==> src/rtl/logic_result_display.sv <==
// Result-word display stage: accepts one {OF, value} word per handshake, holds it for a
// minimum time, and scans it onto two active-low seven-segment digits plus a blinking OF LED.
module logic_result_display #(
  parameter int REFRESH_DIV = 50000,
  parameter int HOLD_CYCLES = 25000000,
  parameter int BLINK_DIV   = 12500000
) (
  input  logic       clk,
  input  logic       rst,
  input  logic       res_valid,
  input  logic [8:0] res_word,
  input  logic [1:0] res_mode,
  output logic       res_ready,
  output logic [6:0] seg,
  output logic [1:0] an,
  output logic       ovf_led
);

  localparam int RW = (REFRESH_DIV > 1) ? $clog2(REFRESH_DIV) : 1;
  localparam int HW = (HOLD_CYCLES > 1) ? $clog2(HOLD_CYCLES) : 1;
  localparam int BW = (BLINK_DIV > 1) ? $clog2(BLINK_DIV) : 1;

  localparam logic [RW-1:0] REFRESH_LAST = RW'(REFRESH_DIV - 1);
  localparam logic [HW-1:0] HOLD_LAST    = HW'(HOLD_CYCLES - 1);
  localparam logic [BW-1:0] BLINK_LAST   = BW'(BLINK_DIV - 1);

  typedef enum logic [1:0] {
    ST_EMPTY = 2'd0,
    ST_SHOW  = 2'd1,
    ST_LIVE  = 2'd2
  } state_t;

  state_t          state_q, state_d;
  logic [8:0]      word_q, word_d;
  logic [1:0]      mode_q, mode_d;
  logic [HW-1:0]   hold_cnt_q, hold_cnt_d;
  logic [RW-1:0]   refresh_cnt_q, refresh_cnt_d;
  logic            scan_idx_q, scan_idx_d;
  logic [BW-1:0]   blink_cnt_q, blink_cnt_d;
  logic            blink_phase_q, blink_phase_d;
  logic            accept_s;

  function automatic logic [6:0] hex_seg(input logic [3:0] nib);
    logic [6:0] s;
    case (nib)
      4'h0:    s = 7'h40;
      4'h1:    s = 7'h79;
      4'h2:    s = 7'h24;
      4'h3:    s = 7'h30;
      4'h4:    s = 7'h19;
      4'h5:    s = 7'h12;
      4'h6:    s = 7'h02;
      4'h7:    s = 7'h78;
      4'h8:    s = 7'h00;
      4'h9:    s = 7'h10;
      4'hA:    s = 7'h08;
      4'hB:    s = 7'h03;
      4'hC:    s = 7'h46;
      4'hD:    s = 7'h21;
      4'hE:    s = 7'h06;
      4'hF:    s = 7'h0E;
      default: s = 7'h7F;
    endcase
    return s;
  endfunction

  assign accept_s = res_valid && res_ready;

  always_ff @(posedge clk) begin
    if (rst) begin
      state_q <= ST_EMPTY;
    end else begin
      state_q <= state_d;
    end
  end

  always_comb begin
    state_d = state_q;
    case (state_q)
      ST_EMPTY: begin
        if (accept_s) state_d = ST_SHOW;
        else          state_d = ST_EMPTY;
      end
      ST_SHOW: begin
        if (hold_cnt_q == HOLD_LAST) state_d = ST_LIVE;
        else                         state_d = ST_SHOW;
      end
      ST_LIVE: begin
        if (accept_s) state_d = ST_SHOW;
        else          state_d = ST_LIVE;
      end
      default: state_d = ST_EMPTY;
    endcase
  end

  // Outputs depend only on registered state, so there is no input-to-output path.
  always_comb begin
    res_ready = 1'b0;
    seg       = 7'h7F;
    an        = scan_idx_q ? 2'b01 : 2'b10;
    ovf_led   = 1'b0;
    case (state_q)
      ST_EMPTY: begin
        res_ready = 1'b1;
        seg       = 7'h7F;
        ovf_led   = 1'b0;
      end
      ST_SHOW, ST_LIVE: begin
        res_ready = (state_q == ST_LIVE);
        if (!scan_idx_q)            seg = hex_seg(word_q[3:0]);
        else if (mode_q == 2'b11)   seg = hex_seg(word_q[7:4]);
        else                        seg = 7'h7F;
        ovf_led = word_q[8] && !blink_phase_q;
      end
      default: begin
        res_ready = 1'b0;
        seg       = 7'h7F;
        ovf_led   = 1'b0;
      end
    endcase
  end

  always_comb begin
    word_d        = word_q;
    mode_d        = mode_q;
    hold_cnt_d    = {HW{1'b0}};
    refresh_cnt_d = refresh_cnt_q;
    scan_idx_d    = scan_idx_q;
    blink_cnt_d   = blink_cnt_q;
    blink_phase_d = blink_phase_q;

    if (accept_s) begin
      word_d = res_word;
      mode_d = res_mode;
    end else begin
      word_d = word_q;
      mode_d = mode_q;
    end

    if (state_q == ST_SHOW && hold_cnt_q != HOLD_LAST) hold_cnt_d = hold_cnt_q + HW'(1);
    else                                               hold_cnt_d = {HW{1'b0}};

    // Scan runs freely in every state; only rst restarts it.
    if (refresh_cnt_q == REFRESH_LAST) begin
      refresh_cnt_d = {RW{1'b0}};
      scan_idx_d    = ~scan_idx_q;
    end else begin
      refresh_cnt_d = refresh_cnt_q + RW'(1);
      scan_idx_d    = scan_idx_q;
    end

    // Phase 0 is the lit half, so a fresh OF capture shows the LED at once.
    if (accept_s) begin
      blink_cnt_d   = {BW{1'b0}};
      blink_phase_d = 1'b0;
    end else if (blink_cnt_q == BLINK_LAST) begin
      blink_cnt_d   = {BW{1'b0}};
      blink_phase_d = ~blink_phase_q;
    end else begin
      blink_cnt_d   = blink_cnt_q + BW'(1);
      blink_phase_d = blink_phase_q;
    end
  end

  always_ff @(posedge clk) begin
    if (rst) begin
      word_q        <= 9'h000;
      mode_q        <= 2'b00;
      hold_cnt_q    <= {HW{1'b0}};
      refresh_cnt_q <= {RW{1'b0}};
      scan_idx_q    <= 1'b0;
      blink_cnt_q   <= {BW{1'b0}};
      blink_phase_q <= 1'b0;
    end else begin
      word_q        <= word_d;
      mode_q        <= mode_d;
      hold_cnt_q    <= hold_cnt_d;
      refresh_cnt_q <= refresh_cnt_d;
      scan_idx_q    <= scan_idx_d;
      blink_cnt_q   <= blink_cnt_d;
      blink_phase_q <= blink_phase_d;
    end
  end

endmodule

==> config.mk <==
export PLATFORM = sky130hd
export DESIGN_NAME = logic_result_display
export DESIGN_NICKNAME = d
export VERILOG_FILES = /design/src/rtl/logic_result_display.sv
export SDC_FILE = /design/constraint.sdc
export NUM_CORES = 1
export LEC_CHECK = 0
export ABC_CLOCK_PERIOD_IN_PS = 2760
export CORE_ASPECT_RATIO = 0.9
export CORE_MARGIN = 1
export CORE_UTILIZATION = 54
export CTS_CLUSTER_SIZE = 8
export DETAILED_ROUTE_END_ITERATION = 6
export PLACE_DENSITY_LB_ADDON = 0.08
export SYNTH_ARGS = -nofsm -noshare
export SYNTH_HDL_FRONTEND = slang
export SYNTH_SLANG_ARGS = --single-unit
==> constraint.sdc <==
create_clock -name clk -period 2.76 [get_ports clk]
set_input_delay 0.552 -clock clk [delete_from_list [all_inputs] [get_ports clk]]
set_output_delay 0.552 -clock clk [all_outputs]
set_load 0.02 [all_outputs]
-- After elaboration in Yosys (flattened, before gate mapping)
Memory sizes are Yosys's and may differ from the RTL's. A register that Yosys moved wholly into a read port is not among the register bits.
Cells that the tools add are included.
- word-level logic and storage cells: 47
- memories: 2
- register bits after elaboration: 80
- output and inout port bits: 11
- memory bits (read-only): 224
- input port bits: 14
- $add $sub $neg: 3
- mux-type cells: 14
- bitwise gates (word level): 3
- eq/ne operators: 7
- reduce and logical (&&, ||, !) cells: 10
- memories (name ; words ; width ; read ports ; clocked after memory_dff ; wr ports ; line ; text):
    (name not given) ; 16 ; 7 ; 1 ; 1 ; 0 ; 45 ; case (nib)
    (name not given) ; 16 ; 7 ; 1 ; 1 ; 0 ; 45 ;
- operator list (operator ; number):
    adder 25 x 1 -> 25 bit (second input constant) ; 1
    == test 25 bit (second input constant) ; 1
    inequality test 25 bit (second input constant) ; 1
    adder 24 x 1 -> 24 bit (second input constant) ; 1
    == test 24 bit (second input constant) ; 1
    2-to-1 mux 7 bit ; 3
    adder 16 x 1 -> 16 bit (second input constant) ; 1
    == test 16 bit (second input constant) ; 1
    2-to-1 mux 4 bit ; 4
    OR reduction 2 bit ; 4
    2-to-1 mux 2 bit ; 3
    case mux 2 bit (3 select lines) ; 1
    == test 2 bit (second input constant) ; 2
    logical AND 1 bit ; 3
    inverter 1 bit ; 3
    OR reduction 3 bit ; 1
    == test 2 x 1 -> 1 bit (second input constant) ; 1
    zero test 2 bit ; 1
    2-to-1 mux 1 bit ; 2
    case mux 1 bit (2 select lines) ; 1
    zero test 1 bit ; 1

-- Logic depth before layout (Yosys ltp)
Gate-level depths: netlist (run 1).
- word-level depth: 6
- depth in mapped cells: 13
- mapped depth without buffers: 12

-- Worst setup path before layout (run 1)
OpenSTA, ideal clock, no wires.
- kind: register to register
- start: register state_q[0]
- end: register with a tool-made name
- cell stages (with the launch flop): 14
- path slack: -180 ps
- arrival time: 2861 ps
- path buffers: 1
- clock period less this slack: 2940 ps
- required time: 2681 ps
- setup time: 79 ps
- path through: dfxtp_1 > inv_1 > ha_1 > o21bai_2 > clkinv_1 > nand2_1 > buf_4 > nand2_1 > a21oi_1 > inv_1 > ha_1 > a21oi_1 > a211o_1 > a22oi_1
- RTL lines (what ; line ; text):
    start: declaration ; 33 ; state_t state_q, state_d;
    start signal: assignment ; 73 ; state_q <= state_d;

-- Worst setup path after layout (run 1)
- start: register state_q[1]
- end: output port ovf_led
- cells in the longest elaborated chain, start to end: 3
- elaborated cells on any way between the ends: 4
- those cells by class: 2 x eq/ne; 1 x mux; 1 x reduce/logical
- RTL lines (what ; line ; text):
    == test 2 bit or == test 2 x 1 -> 1 bit (tied branches) ; 102 ; case (state_q)
    OR reduction 2 bit * ; 102 ;
    2-to-1 mux 1 bit * ; 102 ;
    end: declaration ; 16 ; output logic ovf_led
Every way passes the cells marked *; elsewhere a longest branch is shown, timed or not.

==> metrics.yaml, run 1 <==
cts_made_buffers: 9
p_clk_frac: 0.342
cts_hold_buf: 0
gp_congestion: 0.905
hpwl_mm: 6.50
synth_top_area_frac: 0.409
grt_pass1_wl_mm: 15.0
postSynthAreaPerCell_sq_um: 8.58
cp.required_ns: 2.21
async_flop_share: 0
core_area_sq_um: 8150
syn-num-nets: 569
grt_overflow: 0
crit_path_start_kind: "flip-flop"
fin_skew_ns: 0.0102
p_per_area_nw_per_um2: 512
worst-path-max-fanout: 8
synth-main-ff-cell: "dfxtp_1"
routed.top_layer: "met4"
place_area_sq_um: 4980
period_needed_ns: 2.60
wl_per_cell_um: 13.4
row_count: 31
synth_edf_count: 0
max_freq_mhz: 385
p_leak_nw: 1.91
clk_pin_slew_ns: 0.09
ys_seq_area_frac: 0.409
finalHoldViolations: 0
grt.total_usage: 0.214
vias: 3704
min_period_over_period: 0.942
drtPass1Iterations: 4
drt_iter0_drc: 169
met3RoutedLength_um: 350
remaining_drc_errors: 0
dr_wl_met2_mm: 4.00
multi_input_area_sq_um: 2500
crit_arrival_ns: 2.05
rsz0062_at_grt: "false"
io_pins: 25
yosys.cell_count.top_type: "dfxtp_1"
dieHeight_um: 89.5
switchingPower_mw: 0.679
die_area_sq_um: 8890
io_buffers: 24
fin_setup_tns_ns: 0
drive_above_1_share: 0.0871
netlist_area_sq_um: 4600
ys_top_cells_by_area: "dfxtp_1 (41%), xor2_1 (7.0%), nor2_1 (6.6%), ha_1 (5.2%), xnor2_1 (4.2%)"
max_slew.worst_pin.slew_ns: 0.836
final_max_slew_viol_count: 0
slew_headroom: 0.443
die_w_um: 99.3
final_nets: 602
avgViaCountPerCell: 5.50
regArea_sq_um: 1880
synth_commonest_cells: "dfxtp_1 (94), nor2_1 (81), nand2_1 (50), xor2_1 (37), nand3_1 (29)"
p_int_mw: 1.99
antenna_found_initial: 0
cts_tree: "done"
design_area_sq_um: 5210
combPwrFrac: 0.122
setup_violations: 0
synth_top_area_cell: "dfxtp_1"
clockRootBuffer: "clkbuf_8"
synth.distinct_cells: 55
start_util: 0.565
seqPwrFrac: 0.537
fillers: 742
max_cap_violations: 0
m1WireLength_mm: 4.49
area_delta_synth_final_pct: 13.3
hp-class: "reg -> reg"
drt.antenna.violating_nets: 0
endpoint_kind: "output port"
drt-total-wl_mm: 8.99
clockBufferDepth: 2
peakVddDrop_mv: 0.334
grt_max_degree: 39
ys_ff_latch: 94
syn_inst: 536
antenna_cells: 0
clock_latency_ns: 0.36
cts.sinks: 94
status: "complete, no violations"
cts_htree_levels: 3
swShare: 0.254
grt_pass1_vias: 3384
yosysWarnings: 0
criticalPathCategory: "reg -> out"
critical path, cell delays in order (launching register included):
cell and delay [ns]:
dfxtp_1 0.37, inv_1 0.07, ha_1 0.45, nand2_1 0.09, nor2_1 0.08, clkdlybuf4s50_1 0.62
power groups by stage:
| stage | combinational (mW) | sequential (mW) | clock, mW |
|---|---|---|---|
| global route | 0.356 | 1.44 | 0.998 |
| floorplan | 0.214 | 1.45 | 0 |
| CTS | 0.320 | 1.43 | 0.948 |
| finish | 0.325 | 1.43 | 0.911 |
| detailed placement | 0.319 | 1.46 | 0 |
| global placement | 0.313 | 1.46 | 0 |
area by class of cell:
| class | instances | area share |
|---|---|---|
| clock buffers | 11 | 0.0272 |
| clock inverters | 5 | 0.0108 |
| repair buffers | 43 | 0.0764 |
| inverters | 27 | 0.0199 |
| flip-flops and latches | 94 | 0.362 |
| multi-input cells | 394 | 0.480 |
| well taps | 99 | 0.0238 |
cell usage in the layout, fill, tap and decap left out, drive strengths merged, types with 3 or more instances in the layout:
| master | synthesis | routed |
|---|---|---|
| buf | 14 | 19 |
| mux2i | 4 | 4 |
| nand3 | 31 | 31 |
| nor3 | 7 | 7 |
| nor4 | 7 | 7 |
| o22ai | 3 | 3 |
| xor2 | 37 | 37 |
| a31oi | 4 | 4 |
| a21oi | 19 | 19 |
| xnor2 | 22 | 22 |
| ha | 19 | 19 |
| and4 | 4 | 4 |
| clkinv | 2 | 4 |
| nor4b | 3 | 3 |
| nand4 | 23 | 23 |
| inv | 25 | 26 |
| and3 | 9 | 9 |
| or3 | 11 | 11 |
| clkbuf | 7 | 11 |
| a32o | 6 | 6 |
| clkdlybuf4s50 | 0 | 23 |
| dfxtp | 94 | 94 |
| nand2 | 50 | 50 |
| o21ai | 12 | 12 |
| a22o | 4 | 4 |
| nor2 | 82 | 82 |
| a211o | 5 | 5 |
| nand2b | 3 | 3 |
| o211ai | 5 | 5 |
logic make-up (layout without fill, tap and decap cells):
kind of cell             after synthesis  count (layout)  share of synthesized area
multiplexers                           4               4                    0.00871
XOR/XNOR                              59              59                      0.112
AO/OA/AOI/OAI                         69              69                      0.102
adder cells (fa/ha/maj)               19              19                     0.0517
AND/OR/NAND/NOR                      243             243                      0.267
flip-flops                            94              94                      0.409
buffers and inverters                 48              86                     0.0495
per-layer routing:
| metal | up-vias | global-route usage |
|---|---|---|
| li1 | 1913 | - |
| met1 | 1703 | 0.271 |
| met2 | 75 | 0.354 |
| met3 | 13 | 0.0516 |
| met4 | 0 | 0.0869 |
| met5 | - | 0 |
repair_timing:
action,in CTS,in global routing
endpoints found under the setup margin,7,10
resized for setup,1,4
pin swaps,0,1
setup buffers,0,2
through the flow:
step	hold WS, ns	std cells	power (mW)	setup slack (ns)	util
2_1_floorplan	0.426	536	1.67	0.0623	-
6_report	0.464	673	2.67	0.160	0.639
3_3_place_gp	0.438	655	1.78	0.161	0.612
3_5_place_dp	0.450	655	1.78	0.127	0.612
5_1_grt	0.493	673	2.79	0.00489	0.639
4_1_cts	0.465	671	2.70	0.0256	0.636
path summary, 6_finish.rpt:
kind	start	end	slack, ns	cells after the start
setup / recovery	state_q[1]	ovf_led	0.16	5
hold / removal	refresh_cnt_q[0]	refresh_cnt_q[0]	0.46	1
setup reg to reg	state_q[0]	flip-flop	0.28	12
hold reg to reg	refresh_cnt_q[0]	refresh_cnt_q[0]	0.46	1
No activity file was read; power rests on OpenSTA's default activity.
==> inputs of run 2 (changes only) <==
--- a/config.mk
+++ b/config.mk
@@ -5,7 +5,6 @@
 export SDC_FILE = /design/constraint.sdc
 export NUM_CORES = 1
 export LEC_CHECK = 0
-export ABC_CLOCK_PERIOD_IN_PS = 2760
 export CORE_ASPECT_RATIO = 0.9
 export CORE_MARGIN = 1
 export CORE_UTILIZATION = 54
==> results of run 2 <==
Final layout, timing and power as in run 1 (identical DEF).
